--- src/rtl/range_stream_framer_pkg.sv ---
// Shared constants and state encoding for the range-finder serial front end.
package range_pkg;
   localparam int WIDTH     = 10;
   localparam int MAX_WORDS = 255;
   localparam int CNT_W     = 8;

   typedef enum logic [2:0] {
      IDLE  = 3'd0,
      SHIFT = 3'd1,
      DRAIN = 3'd2,
      FIN   = 3'd3,
      ERR   = 3'd4
   } framer_state_t;
endpackage

--- src/rtl/range_stream_framer_if.sv ---
// Serial stream in / range-finder drive out; master feeds the stream, slave is the framer.
interface range_stream_framer_if import range_pkg::*; #(
   parameter int WIDTH = range_pkg::WIDTH,
   parameter int CNT_W = range_pkg::CNT_W
);
   logic             ser_in;
   logic             ser_valid;
   logic             frame_start;
   logic             frame_end;
   logic [WIDTH-1:0] data_out;
   logic             go;
   logic             finish;
   logic             word_valid;
   logic [CNT_W-1:0] word_count;
   logic             frame_err;

   modport master (
      output ser_in, ser_valid, frame_start, frame_end,
      input  data_out, go, finish, word_valid, word_count, frame_err
   );

   modport slave (
      input  ser_in, ser_valid, frame_start, frame_end,
      output data_out, go, finish, word_valid, word_count, frame_err
   );
endinterface

--- src/rtl/range_stream_framer_bit_deserializer.sv ---
// MSB-first shift register with bit counter; word/word_done are combinational so the
// framer can capture the completed word on the same edge as the last bit.
module bit_deserializer #(
   parameter int WIDTH = 10
) (
   input  logic             clock,
   input  logic             reset,
   input  logic             clear,
   input  logic             ser_in,
   input  logic             ser_valid,
   output logic [WIDTH-1:0] word,
   output logic             word_done,
   output logic             aligned
);
   localparam int BC_W = $clog2(WIDTH + 1);

   logic [WIDTH-1:0] shift_q, shift_d;
   logic [BC_W-1:0]  bit_cnt_q, bit_cnt_d;
   logic [BC_W-1:0]  base_cnt;

   // clear restarts the count so a bit arriving with the clear becomes bit 0
   always_comb begin
      base_cnt  = clear ? '0 : bit_cnt_q;
      word      = {shift_q[WIDTH-2:0], ser_in};
      word_done = ser_valid && (base_cnt == BC_W'(WIDTH - 1));
      shift_d   = shift_q;
      bit_cnt_d = base_cnt;
      if (ser_valid) begin
         shift_d   = word;
         bit_cnt_d = word_done ? '0 : base_cnt + 1'b1;
      end
      aligned = (bit_cnt_d == '0);
   end

   always_ff @(posedge clock or posedge reset) begin
      if (reset) begin
         shift_q   <= '0;
         bit_cnt_q <= '0;
      end else begin
         shift_q   <= shift_d;
         bit_cnt_q <= bit_cnt_d;
      end
   end
endmodule

--- src/rtl/range_stream_framer.sv ---
// Frames the serial sample stream into words and sequences go/finish for the range finder.
//   state | meaning
//   IDLE  | waiting for frame_start
//   SHIFT | assembling words
//   DRAIN | last word on data_out for one cycle
//   FIN   | finish pulse to the range finder
//   ERR   | framing error, waiting for next frame_start
module range_stream_framer import range_pkg::*; #(
   parameter int WIDTH     = range_pkg::WIDTH,
   parameter int MAX_WORDS = range_pkg::MAX_WORDS,
   parameter int CNT_W     = range_pkg::CNT_W
) (
   input  logic                 clock,
   input  logic                 reset,
   range_stream_framer_if.slave bus
);
   framer_state_t    state_q, state_d;
   logic [WIDTH-1:0] data_out_q, data_out_d;
   logic [CNT_W-1:0] word_count_q, word_count_d;
   logic             go_q, go_d;
   logic             finish_q, finish_d;
   logic             word_valid_q, word_valid_d;
   logic             frame_err_q, frame_err_d;

   logic             start_open;
   logic             des_clear;
   logic             des_valid;
   logic [WIDTH-1:0] des_word;
   logic             des_done;
   logic             des_aligned;

   bit_deserializer #(.WIDTH(WIDTH)) u_des (
      .clock     (clock),
      .reset     (reset),
      .clear     (des_clear),
      .ser_in    (bus.ser_in),
      .ser_valid (des_valid),
      .word      (des_word),
      .word_done (des_done),
      .aligned   (des_aligned)
   );

   always_comb begin
      start_open = bus.frame_start && (state_q == IDLE || state_q == FIN || state_q == ERR);
      des_clear  = start_open;
      des_valid  = bus.ser_valid &&
                   ((state_q == SHIFT && !bus.frame_start) ||
                    (start_open && !(state_q == IDLE && bus.frame_end)));

      state_d      = state_q;
      data_out_d   = data_out_q;
      word_count_d = word_count_q;
      go_d         = 1'b0;
      word_valid_d = 1'b0;

      case (state_q)
         IDLE: begin
            if (bus.frame_start) begin
               word_count_d = '0;
               state_d      = bus.frame_end ? ERR : SHIFT;
            end
         end
         SHIFT: begin
            if (bus.frame_start) begin
               state_d = ERR;
            end else begin
               if (des_done) begin
                  if (word_count_q == CNT_W'(MAX_WORDS)) begin
                     state_d = ERR;
                  end else begin
                     data_out_d   = des_word;
                     word_count_d = word_count_q + 1'b1;
                     word_valid_d = 1'b1;
                     go_d         = (word_count_q == '0);
                  end
               end
               // frame_end is judged after this cycle's bit, so it may ride on the last bit
               if (bus.frame_end && state_d == SHIFT)
                  state_d = (des_aligned && word_count_d != '0) ? DRAIN : ERR;
            end
         end
         DRAIN: state_d = bus.frame_start ? ERR : FIN;
         FIN, ERR: begin
            if (bus.frame_start) begin
               word_count_d = '0;
               state_d      = SHIFT;
            end else if (state_q == FIN) begin
               state_d = IDLE;
            end
         end
         default: state_d = IDLE;
      endcase

      // entering ERR with words delivered must still release the range finder
      finish_d    = (state_d == FIN) ||
                    (state_d == ERR && state_q != ERR && word_count_d != '0);
      frame_err_d = (state_d == ERR);
   end

   always_ff @(posedge clock or posedge reset) begin
      if (reset) begin
         state_q      <= IDLE;
         data_out_q   <= '0;
         word_count_q <= '0;
         go_q         <= 1'b0;
         finish_q     <= 1'b0;
         word_valid_q <= 1'b0;
         frame_err_q  <= 1'b0;
      end else begin
         state_q      <= state_d;
         data_out_q   <= data_out_d;
         word_count_q <= word_count_d;
         go_q         <= go_d;
         finish_q     <= finish_d;
         word_valid_q <= word_valid_d;
         frame_err_q  <= frame_err_d;
      end
   end

   assign bus.data_out   = data_out_q;
   assign bus.word_count = word_count_q;
   assign bus.go         = go_q;
   assign bus.finish     = finish_q;
   assign bus.word_valid = word_valid_q;
   assign bus.frame_err  = frame_err_q;
endmodule

--- src/flat_wrapper.sv ---
// flat-port wrapper written by rule: the top's interface ports become plain ports
module range_stream_framer_flat import range_pkg::*;
#(
   parameter int WIDTH     = range_pkg::WIDTH,
   parameter int MAX_WORDS = range_pkg::MAX_WORDS,
   parameter int CNT_W     = range_pkg::CNT_W
)
  (clock, reset, bus_ser_in, bus_ser_valid, bus_frame_start, bus_frame_end, bus_data_out, bus_go, bus_finish, bus_word_valid, bus_word_count, bus_frame_err);
  range_stream_framer_if #(.WIDTH(WIDTH), .CNT_W(CNT_W)) bus_i ();
  input  logic clock;
  input  logic reset;
  input wire logic [$bits(bus_i.ser_in)-1:0] bus_ser_in;
  input wire logic [$bits(bus_i.ser_valid)-1:0] bus_ser_valid;
  input wire logic [$bits(bus_i.frame_start)-1:0] bus_frame_start;
  input wire logic [$bits(bus_i.frame_end)-1:0] bus_frame_end;
  output wire logic [$bits(bus_i.data_out)-1:0] bus_data_out;
  output wire logic [$bits(bus_i.go)-1:0] bus_go;
  output wire logic [$bits(bus_i.finish)-1:0] bus_finish;
  output wire logic [$bits(bus_i.word_valid)-1:0] bus_word_valid;
  output wire logic [$bits(bus_i.word_count)-1:0] bus_word_count;
  output wire logic [$bits(bus_i.frame_err)-1:0] bus_frame_err;
  assign bus_i.ser_in = bus_ser_in;
  assign bus_i.ser_valid = bus_ser_valid;
  assign bus_i.frame_start = bus_frame_start;
  assign bus_i.frame_end = bus_frame_end;
  assign bus_data_out = bus_i.data_out;
  assign bus_go = bus_i.go;
  assign bus_finish = bus_i.finish;
  assign bus_word_valid = bus_i.word_valid;
  assign bus_word_count = bus_i.word_count;
  assign bus_frame_err = bus_i.frame_err;
  range_stream_framer #(.WIDTH(WIDTH), .MAX_WORDS(MAX_WORDS), .CNT_W(CNT_W)) u_core (.clock(clock), .reset(reset), .bus(bus_i));
endmodule
--- config.mk ---
export PLATFORM = sky130hd
export DESIGN_NAME = range_stream_framer_flat
export DESIGN_NICKNAME = d
export VERILOG_FILES = /design/src/rtl/range_stream_framer_pkg.sv /design/src/rtl/range_stream_framer_if.sv /design/src/rtl/range_stream_framer_bit_deserializer.sv /design/src/rtl/range_stream_framer.sv /design/src/flat_wrapper.sv
export SDC_FILE = /design/constraint.sdc
export NUM_CORES = 1
export LEC_CHECK = 0
export ABC_AREA = 1
export CAP_MARGIN = 20
export CORE_ASPECT_RATIO = 0.5
export CORE_MARGIN = 1
export CORE_UTILIZATION = 30
export DETAILED_ROUTE_END_ITERATION = 8
export GPL_TIMING_DRIVEN = 0
export RECOVER_POWER = 25
export REMOVE_ABC_BUFFERS = 1
export SLEW_MARGIN = 15
export SYNTH_ARGS = -nofsm -noshare
export SYNTH_HDL_FRONTEND = slang
export SYNTH_HIERARCHICAL = 1
export SYNTH_SLANG_ARGS = --single-unit
--- constraint.sdc ---
create_clock -name clock -period 4.3 [get_ports clock]
set_input_delay 0.86 -clock clock [delete_from_list [all_inputs] [get_ports clock]]
set_output_delay 0.86 -clock clock [all_outputs]
set_load 0.01 [all_outputs]
; Yosys cells after proc, flatten, opt, wreduce, memory -nomap -nowiden
; Cells that the tools add are included.
[totals]
ff_bits = 38
out_inout_bits = 22
[op_classes]
bitwise = 2
mux = 31
reduce_logical = 24
n_addsub = 2
n_eq_ne = 10
[op_table]
columns = cell, count
row1 = $mux W8, 6
row2 = $mux W3, 12
row3 = $pmux W8 S2, 1
row4 = $reduce_bool A8 Y1, 2
row5 = $mux W4, 3
row6 = $pmux W3 S4, 1
row7 = $logic_and A1 B1 Y1, 10
row8 = $eq A3 B2 Y1 const B, 3
row9 = $add A8 B1 Y8 const B, 1
row10 = $eq A8 B8 Y1 const B, 1
row11 = $logic_not A8 Y1, 1
row12 = $mux W1, 8
row13 = $eq A3 B1 Y1 const B, 2
row14 = $eq A3 B3 Y1 const B, 2
row15 = $add A4 B1 Y4 const B, 1
row16 = $eq A4 B4 Y1 const B, 1
row17 = $logic_not A4 Y1, 1
row18 = $logic_or A1 B1 Y1, 4
row19 = $reduce_and A4 Y1, 1
row20 = $logic_not A3 Y1, 1
row21 = $ne A3 B3 Y1 const B, 1
row22 = $reduce_or A3 Y1, 1
row23 = $logic_not A1 Y1, 2
row24 = $not A1 Y1, 2
row25 = $reduce_or A2 Y1, 1

; Logic depth before layout (Yosys ltp)
[logic_depth]
word_depth = 21
depth_mapped = 25

; By module
; The synthesis kept the hierarchy.
[by_module_without_submodules]
columns = module, n_inst, seq_area_each_um2, cells_each, area_each_um2
row1 = range_stream_framer, 1, 625.6, 214, 1503.9
row2 = bit_deserializer, 1, 325.3, 77, 621.8

; Worst setup path after synthesis
; OpenSTA, ideal clock, no wires.
[synth_timing]
path_kind = input to register
start = in bus_frame_start
end = reg u_core.finish_q, in the netlist u_core/bus.finish
path_stages = 22
arrival_ps = 3246
path_buffers = 3
setup_slack_ps = 938
path_cell_list = clkbuf_1 -> inv_1 -> a21oi_1 -> nand2_1 -> a21boi_0 -> buf_6 -> nand3_4 -> nor2_4 -> inv_2 -> nor2_4 -> buf_2 -> nand3_1 -> nand2_1 -> nand2_1 -> nand2_1 -> nand2_1 -> nor2_1 -> nand2_1 -> nor2_1 -> nor2_1 -> nand2_1 -> nand2_1
[synth_via]
elab_cells_between_ends = 39
cone_classes = add/sub (1) / eq/ne (4) / mux (19) / reduce/logical (15)
[synth_lines]
columns = item, line
row1 = start: declaration, flat_wrapper.sv:14  ; input wire logic [$bits(bus_i.frame_start)-1:0] bus_frame_start;
row2 = $logic_and A1 B1 Y1, range_stream_framer.sv:44  ; start_open = bus.frame_start && (state_q == IDLE || state_q == FIN || state_q == ERR);
row3 = net u_core.des_clear, range_stream_framer.sv:26  ; logic des_clear;
row4 = $logic_and A1 B1 Y1, range_stream_framer.sv:48  ; (start_open && !(state_q == IDLE && bus.frame_end)));
row5 = $logic_or A1 B1 Y1, range_stream_framer.sv:47  ; ((state_q == SHIFT && !bus.frame_start) ||
row6 = $logic_and A1 B1 Y1, range_stream_framer.sv:46  ; des_valid = bus.ser_valid &&
row7 = net u_core.des_valid, range_stream_framer.sv:27  ; logic des_valid;
row8 = $logic_and A1 B1 Y1, range_stream_framer_bit_deserializer.sv:25  ; word_done = ser_valid && (base_cnt == BC_W'(WIDTH - 1));
row9 = net u_core.des_done, range_stream_framer.sv:29  ; logic des_done;
row10 = [... 2 more ...], n/a
row11 = $mux W8, range_stream_framer.sv:56  ; case (state_q)
row12 = $mux W8, range_stream_framer.sv:64  ; if (bus.frame_start) begin
row13 = $pmux W8 S2, range_stream_framer.sv:56
row14 = net u_core.word_count_d[5], range_stream_framer.sv:19  ; logic [CNT_W-1:0] word_count_q, word_count_d;
row15 = $reduce_bool A8 Y1, range_stream_framer.sv:96  ; (state_d == ERR && state_q != ERR && word_count_d != '0);
row16 = $logic_and A1 B1 Y1, range_stream_framer.sv:96
row17 = $logic_or A1 B1 Y1, range_stream_framer.sv:95  ; finish_d = (state_d == FIN) ||
row18 = net u_core.finish_d, range_stream_framer.sv:21  ; logic finish_q, finish_d;
row19 = end signal: assignment, range_stream_framer.sv:114  ; finish_q <= finish_d;
row20 = end: declaration, range_stream_framer.sv:21
; The timed path passes the listed nets, and every way through them passes these cells. The select of a mux whose other input is x is not followed.
; A chain may end at the register's enable or synchronous reset.

; Worst setup path in the final report
[layout_timing]
start = in bus_frame_start
end = reg u_core.data_out_q[4], in the netlist u_core/bus.data_out[4]
[layout_via]
elab_chain_cells = 6
elab_cells_between_ends = 11
cone_classes = eq/ne (1) / mux (1) / bitwise (1) / reduce/logical (8)
[layout_lines]
columns = item, line
row1 = $logic_and A1 B1 Y1, range_stream_framer.sv:44
row2 = net u_core.des_clear, range_stream_framer.sv:26
row3 = $logic_and A1 B1 Y1, range_stream_framer.sv:48
row4 = $logic_or A1 B1 Y1, range_stream_framer.sv:47
row5 = $logic_and A1 B1 Y1, range_stream_framer.sv:46
row6 = net u_core.des_valid, range_stream_framer.sv:27
row7 = $logic_and A1 B1 Y1, range_stream_framer_bit_deserializer.sv:25
row8 = net u_core.des_done, range_stream_framer.sv:29
row9 = $reduce_and A4 Y1 (no line), n/a
row10 = end signal: assignment, range_stream_framer.sv:111  ; data_out_q <= data_out_d;
row11 = end: declaration, range_stream_framer.sv:18  ; logic [WIDTH-1:0] data_out_q, data_out_d;
; The timed path passes the listed nets, and every way through them passes these cells.

==> metrics.md <==
| Metric | Value |
|---|---|
| Status | finished clean |
| TritonCTS Buffers | 5 |
| Hold Path Class | flip-flop to flip-flop |
| Port bufs | 27 |
| HPWL after DPL | between 3 and 4 mm |
| GRT met3 Usage | 0.0278 |
| Synthesized area | 2130 um2 |
| # nets final | 329 |
| Final hold viol count | 0 |
| Fillers | ~690 |
| Vias in the first global route | 1880 |
| Fin crit period | roughly 3900 ps |
| GR met2 Demand/Resource | 0.269 |
| Clk sinks | 38 |
| Max frequency | 0.254 GHz |
| Die Span X | between 100 and 150 um |
| Fin crit share | 0.914 |
| Post-synth EDFFs | 0 |
| Tot Pwr | 0.00110 W |
| CP Class | input port to flip-flop |
| Initial antenna violation count | 0 |
| Share of cells above drive strength 1 | 0.115 |
| Post-synthesis cell type count | 28 |
| Max clock buf depth | 2 |
| Seq. cell area | between 900 and 1000 um2 |
| Starting density of the core | 0.315 |
| Largest net degree at the start of global routing | 26 |
| 1st-iter DRT viols | 59 |
| Io pins | 28 |
| Area grow syn2layout | 24.1% |
| Final Core Density | 0.391 |
| Slew headroom | 0.284 |
| CP startpoint kind | input port |
| ANT cells | 0 |
| Int Power | 0.000734 W |
| Slew Viols, Final | 0 |
| Multi-input gate area | 1010 um2 |
| Max Cap Viol | 0 |
| Die Area | 7450 um2 |
| Commonest register cell after synthesis | dfrtp_1 |
| GRT Overall Usage | 0.140 |
| Htree depth | 2 |
| CTS tree | built |
| FP Rows | 21 |
| Clock network fraction of total power | 0.340 |
| Hold buffer count at cts | 0 |
| GRT overflow | 0 |
| DR WL/cell | 11.6 um |
| Core Region | a little under 7000 um2 |
| Met1 Usage GRT | 0.159 |
| Worst path arrival time | 4100 ps |
| Synth async-reset ratio | 1.00 |
| First-pass GRT wire length | roughly 8 mm |
| TritonRoute pass-1 iters | 4 |
| Flop pwr share | 0.425 |
| Die H | 61.5 um |
| Lkg Pwr | 1.36 nW |
| FF+latch count, synth | 38 |
| Pwr Density | between 400 and 500 nW/um2 |
| DRC errors left | 0 |
| CP max FO | 16 |
| Layer with the highest usage | met2 |
| Endpoints failing setup | 0 |
| Sw power | roughly 0.00037 W |
| RSZ-0062 raised after global routing | false |
| Syn Inst Count | 291 |
| Clock latency on the worst-skew pair | 280 ps |
| Fin Clk Skew | 3.13 ps |
| Critical path required time | roughly 4500 ps |
| Reg clk slew, reported paths | 60 ps |
| Most common cell after layout, fill and taps aside | nand2_1 |
| Setup TNS | 0 ps |
| Final WL | 4.80 mm |
| Vias/cell | 4.65 |
| Final hold slack | 474 ps |
| Mean Syn Cell Area | 7.31 um2 |
| Sw Share | 0.335 |
| Least-Margin Pin Slew | 1070 ps |
| Register area share after synthesis | 0.447 |
| Post-route ant nets | 0 |
| Root buf cell | clkbuf_16 |
| Most frequent cells in the layout | nand2_1 (124), dfrtp_1 (38), clkdlybuf4s50_1 (26), inv_1 (26) |
| Comb pwr share | 0.234 |
| CP endpoint kind | flip-flop |
| Routability cong. | 0.876 |
| Warnings from Yosys | 6 |
| Maximum vdd drop | 0.168 mV |
| DR vias | between 1.5k and 2k |
==> worst max-delay path: stages <==
cell	delay, ps
clkdlybuf4s50_1	650
inv_1	120
a21oi_1	370
nand2_1	90
a21boi_1	360
nand3_4	130
nor2_4	110
inv_2	50
nor2_4	350
nand2_4	100
nor2_2	400
inv_1	300
nand2_1	140
nand2_1	60
==> final timing paths <==
path                            slack [ps]  cells after the start                    from                       end
worst max-delay path                   370                     14         bus_frame_start    u_core/bus.data_out[4]
worst min-delay path                   470                      2  u_core/bus.data_out[7]    u_core/bus.data_out[7]
worst max register to register        1010                     14       u_core/state_q[1]    u_core/bus.data_out[4]
worst min register to register         470                      2  u_core/bus.data_out[7]    u_core/bus.data_out[7]
max in group asynchronous             2050                      3                   reset  u_core/bus.word_count[6]
min in group asynchronous              980                      2                   reset         u_core/bus.finish
==> cells in the mapped netlist (2+ instances only) <==
library cell	count	area, um2
nand4_1	5	31.3
nand2_4	2	22.5
nor2_4	4	45.0
nand3_4	2	35.0
nand2_2	6	37.5
buf_2	3	15.0
a21oi_1	6	30.0
nor2_1	21	78.8
inv_1	26	97.6
nand3b_1	2	15.0
ha_1	2	25.0
dfrtp_1	38	951
inv_2	7	26.3
o21ai_0	6	30.0
nand3_1	20	100
nand2_1	124	465
nor3_1	2	10.0
nor2_2	4	25.0
clkinv_1	2	7.51
==> what timing repair did <==
item	in CTS	in global routing
endpoints found under the setup margin	0	11
setup buffers	0	0
gates resized for setup	0	1
==> final cells by class <==
type | instances | share of cell area
well taps | 92 | 0.0436
flip-flops and latches | 38 | 0.360
inverters | 35 | 0.0498
multi-input cells | 212 | 0.382
clock inverters | 2 | 0.00474
clock buffers | 6 | 0.0526
repair buffers | 29 | 0.107
==> stage by stage <==
step,setup slack (ps),instance area [um2],std cells
floorplan,665,2090,285
global placement,-965,2470,404
detailed placement,-188,2480,405
CTS,106,2630,413
global route,82.0,2640,414
finish,370,2640,414
==> logic make-up (layout without fill, tap and decap cells) <==
logic type	count (synthesis)	count (layout)	synth area share
xor gates and xnor gates	1	1	0.00412
buffers and inverters	41	72	0.0795
and+or+nand+nor	194	194	0.420
AOI/OAI and AO/OA	15	15	0.0377
DFF	38	38	0.447
adders and majority gates	2	2	0.0118
==> sequential cells by signal, indices dropped and copies added, names as in the netlist <==
name and cells:
u_core/bus.word_count 8, u_core/u_des/bit_cnt_q 4, u_core/state_q 3, u_core/bus.finish 1, u_core/bus.go 1, u_core/u_des/shift_q 9
u_core/bus.word_valid 1, u_core/bus.data_out 10, u_core/bus.frame_err 1
==> power by group through the flow <==
stage / registers (W) / logic (W) / clock network, W
after floorplan: 0.000468 / 0.000188 / 0
after global placement: 0.000473 / 0.000244 / 0
after detailed placement: 0.000477 / 0.000259 / 0
after CTS: 0.000470 / 0.000260 / 0.000384
after global routing: 0.000479 / 0.000294 / 0.000399
final: 0.000470 / 0.000259 / 0.000376
==> routing by layer <==
| layer | routed length, um | part of all wire | vias up |
|---|---|---|---|
| met1 | 2250 | 0.47 | 914 |
| met2 | 2370 | 0.49 | 40 |
| met5 | 0 | 0 | - |
| li1 | - | - | 961 |
| met4 | 63 | 0.013 | 0 |
| met3 | 128 | 0.027 | 10 |
Note: power is estimated with default switching activity, not from simulation.
==> edit 1: new RTL, same settings <==
Take the reset off `shift_q` and load it in a clocked block of its own.
--- a/src/rtl/range_stream_framer_bit_deserializer.sv
+++ b/src/rtl/range_stream_framer_bit_deserializer.sv
@@ -35,11 +35,13 @@
    always_ff @(posedge clock or posedge reset) begin
       if (reset) begin
-         shift_q   <= '0;
          bit_cnt_q <= '0;
       end else begin
-         shift_q   <= shift_d;
          bit_cnt_q <= bit_cnt_d;
       end
    end
+
+   always_ff @(posedge clock) begin
+      shift_q <= shift_d;
+   end
 endmodule
 
Formal check against the unedited RTL: no difference found for any inputs over 10 cycles, from zero or initial values and one cycle with reset high; that may be too few to reach the edited logic, so the function may still have changed.
==> edit 1 against the original RTL <==
  * Register-to-register slack gained 0.05 ns
  * Area after synthesis shrank 2.9%
  * Wire length shrank 9.6%
  * Power shrank 6.7%
  * Cell area shrank 0.81%
  * Setup slack gained 0.094 ns
  * Sequential cell count is the same
  * Largest cell class is now flip-flops and latches
==> edit 1: results (changes against the original RTL) <==
- Status: completed
- Layout cells sized above 1: 15.7% (+4.2 points)
- Endpoint of the worst register-to-register path: u_core/bus.finish
- Vias in the first global route: 1,644 (-13%)
- Slew HR: 40.2% (+12 points)
- Synth cell types: 30 (+7.1%)
- Sequential-to-total area share from yosys stat: 48.3% (+3.5 points)
- Worst reg2reg path depth: 24 (+10)
- Crit Reg-Reg Startpoint: u_core/state_q[2]
- Hold Path Sink: u_core/u_des/shift_q[2]
- Met3 WL post-DR: 153 um (+20%)
- Finished Layout Cells: 387 (-6.5%)
- Leakage Power: 0.00127 uW (-6.2%)
- HPWL reported at the end of detailed placement: 3200 um (-12%)
- Max Fanout on Critical Path: 8 (-8)
- Post-Route M1 WL: 2130 um (-5.3%)
- Critical path arrival: 4.05 ns (-0.05 ns)
- Synth top area cells: dfrtp_1, nand2_1, edfxtp_1
- WL/cell: 11.2 um (-3.3%)
- Drt initial violations: 86 (+46%)
- Reg2reg setup slack: 1.06 ns (+0.05 ns)
- Hold Slack: 0.450 ns (-0.0241 ns)
- Hold path start: u_core/u_des/shift_q[1]
- Worst Hold Path Cells: 0 (-2)
- Nets: 306 (-7.0%)
- All-layer global routing usage: 13.1% (-0.86 points)
- Post-synthesis cell count: 264 (-9.3%)
- Met2 wire length: 2050 um (-13%)
- Max IR drop VDD: 0.200 mV (+19%)
- Top cells by count, synth: nand2_1, dfrtp_1, inv_1
- Total number of vias: 1,724 (-10%)
- First-pass GRT wire length: 7400 um (-8.1%)
[edit 1: cell count changes after synthesis, sizes merged]
cell,before,now
clkinv,2,1
edfxtp,0,9
buf,5,4
o21ai,7,5
dfrtp,38,29
nand2,132,109
[edit 1: per-stage QoR]
step | util, % | power (uW)
floorplan | - | 607
global placement | 38.0 | 660
detailed placement | 38.1 | 670
CTS | 40.6 | 1040
global route | 41.2 | 1100
finish | 41.2 | 1030
[edit 1: area by class of cell]
| type | instances | area (um2) |
|---|---|---|
| inverter | 34 | 128 |
| tap | 88 | 110 |
| multi-input combinational | 187 | 928 |
| timing repair buffer | 32 | 304 |
| clock buffer | 6 | 139 |
| sequential | 38 | 996 |
| clock inverter | 2 | 12.5 |
| fill | 659 | 3740 |
[edit 1: worst max-delay path by stage]
stage	slack (ns)	start	endpoint
floorplan	0.45	bus_frame_start	u_core/bus.data_out[0]
global placement	-1.34	bus_frame_start	u_core/bus.data_out[2]
detailed placement	-0.73	bus_frame_start	u_core/bus.data_out[1]
CTS	0.01	bus_frame_start	u_core/bus.data_out[0]
global route	0.13	bus_frame_start	u_core/bus.finish
finish	0.46	bus_frame_start	u_core/bus.finish
[edit 1: kinds of logic (layout without fill, tap and decap cells)]
family / count (synthesis) / count (layout) / share of synthesized area (%)
buf+inv: 39 / 74 / 7.46
compound gates: 13 / 13 / 3.58
fa+ha+maj: 2 / 2 / 1.21
simple gates: 171 / 171 / 39.1
flops: 38 / 38 / 48.3
xor+xnor: 1 / 1 / 0.425
[edit 1: per-layer routing]
layer	GRT usage [%]	up-vias
met1	16.3	796
met4	3.07	0
li1	-	896
met2	23.6	30
met5	0	-
met3	3.29	2
[edit 1: power groups by stage]
stage               Combinational (uW)  Clock [uW]  Sequential [uW]
floorplan                          156           0              450
global placement                   207           0              453
detailed placement                 216           0              454
CTS                                219         373              448
global route                       254         389              452
finish                             221         362              448
[edit 1: what timing repair did]
action                                 4_1_cts  5_1_grt
gates cloned                                 0        0
endpoints found under the hold margin        0        0
setup endpoints to repair                   12       15
setup buffers                                0        3
resized for setup                            2        2
pin swaps                                    0        1
==> edit 2: new RTL, same flow settings <==
Without the edit above. `WIDTH` is set to 10 in 2 places; all go to 8.
--- a/src/rtl/range_stream_framer_pkg.sv
+++ b/src/rtl/range_stream_framer_pkg.sv
@@ -1,5 +1,5 @@
 // Shared constants and state encoding for the range-finder serial front end.
 package range_pkg;
-   localparam int WIDTH     = 10;
+   localparam int WIDTH     = 8;
    localparam int MAX_WORDS = 255;
    localparam int CNT_W     = 8;
--- a/src/rtl/range_stream_framer_bit_deserializer.sv
+++ b/src/rtl/range_stream_framer_bit_deserializer.sv
@@ -2,5 +2,5 @@
 // framer can capture the completed word on the same edge as the last bit.
 module bit_deserializer #(
-   parameter int WIDTH = 10
+   parameter int WIDTH = 8
 ) (
    input  logic             clock,
Interface: changed (resized bus_data_out); port bits go from 28 to 26. No check against the original RTL was run, so the function may have changed too.
==> edit 2 against the original RTL <==
  * Sequential cell count fell by 4
  * Sequential power fell by 12%
  * Power fell by 4.1%
  * Area after synthesis fell by 7.8%
  * Cell area fell by 6.1%
  * Via count fell by 11%
  * Sequential share of layout area fell by 1.7 points
  * Wire length fell by 13%
  * Setup slack improved by 0.084 ns
  * Clock power rose by 8.5%
  * Register-to-register slack got worse by 0.07 ns
==> edit 2: results (changes against the original RTL) <==
- HPWL reported at the end of detailed placement: 3310 um (-9.1%)
- Hold path start: u_core/bus.data_out[4]
- Largest net degree at the start of global routing: 24 (-7.7%)
- Critical path arrival: 4.01 ns (-0.09 ns)
- All-layer global routing usage: 14.3% (+0.36 points)
- Cell Area, Placed: 0.00229 mm2 (-7.6%)
- WL/cell: 10.9 um (-6.3%)
- Status: completed
- Max Fanout on Critical Path: 15 (-1)
- Sequential-to-total area share from yosys stat: 43.4% (-1.3 points)
- Clock transition at the registers of the reported paths: 0.05 ns
- Synth top area cells: dfrtp_1, nand2_1, inv_1
- Routability cong.: 0.841 (-4.0%)
- Worst reg2reg path depth: 24 (+10)
- Leakage Power: 0.00132 uW (-2.7%)
- Pre-CTS setup slack: -0.339 ns (-0.151 ns)
- Vias in the first global route: 1,716 (-8.7%)
- Max IR drop VDD: 0.146 mV (-13%)
- Crit Reg-Reg Startpoint: u_core/state_q[2]
- Drt initial violations: 44 (-25%)
- Top cells by count, synth: nand2_1, inv_1, dfrtp_1
- Nets: 307 (-6.7%)
- Port Buffer Count: 25 (-7.4%)
- Via-to-Cell Ratio: 4.42 (-4.9%)
- Synth cell types: 26 (-7.1%)
- First-pass GRT wire length: 7490 um (-6.9%)
- Largest stage delay on the critical path: 0.61 ns (-0.04 ns)
- Reg2reg setup slack: 0.94 ns (-0.07 ns)
- Htree depth: 2 (unchanged)
- Final setup violation count: 0 (unchanged)
- Hold Slack: 0.471 ns (-0.00296 ns)
- Layout cells sized above 1: 10.7% (-0.75 points)
- Clock tree buffer depth: 2 (unchanged)
==> edit 2: per-layer routing <==
layer | routed length, um | share of wire (%) | GRT usage [%]
met1 | 1960 | 47 | 17.2
met2 | 2010 | 48 | 24.3
met3 | 89 | 2.1 | 2.97
met4 | 138 | 3.3 | 8.42
met5 | 0 | 0 | 0
==> edit 2: cell families (layout without fill, tap and decap cells) <==
group,count (synthesis),count (layout),share of synthesized area (%)
compound gates,10,10,3.45
xor+xnor,1,1,0.447
fa+ha+maj,3,3,1.92
buf+inv,41,70,8.62
flops,34,34,43.4
simple gates,180,180,42.1
==> edit 2: area by class of cell <==
class,count,area share (%)
Multi-Input combinational cell,194,38.4
Inverter,38,5.91
Sequential cell,34,34.3
Timing Repair Buffer,25,10.1
Clock buffer,6,5.61
Clock inverter,1,1.21
Tap cell,88,4.44
==> edit 2: per-stage QoR <==
stage               utilization [%]  std cells  total power (uW)  setup TNS, ns
floorplan                         -        266               580              0
global placement               37.1        379               638          -4.92
detailed placement             37.1        379               651          -1.01
CTS                            39.9        386              1070              0
global route                   40.1        386              1130              0
finish                         40.1        386              1060              0
==> edit 2: tightest hold or removal path: stages, from the launching register on <==
cell     delay (ns)
dfrtp_1        0.34
nand2_1        0.05
nand2_1        0.05
==> edit 2: what timing repair did <==
action                     4_1_cts  5_1_grt
pin swaps                        0        0
gates resized for setup          1        2
setup endpoints to repair        2        4
==> edit 2: report_power, final <==
part	leakage (uW)	switching [uW]	internal (uW)
combinational	0.000778	160	78.1
clock	0.0000829	123	285
sequential	0.000460	37.2	375
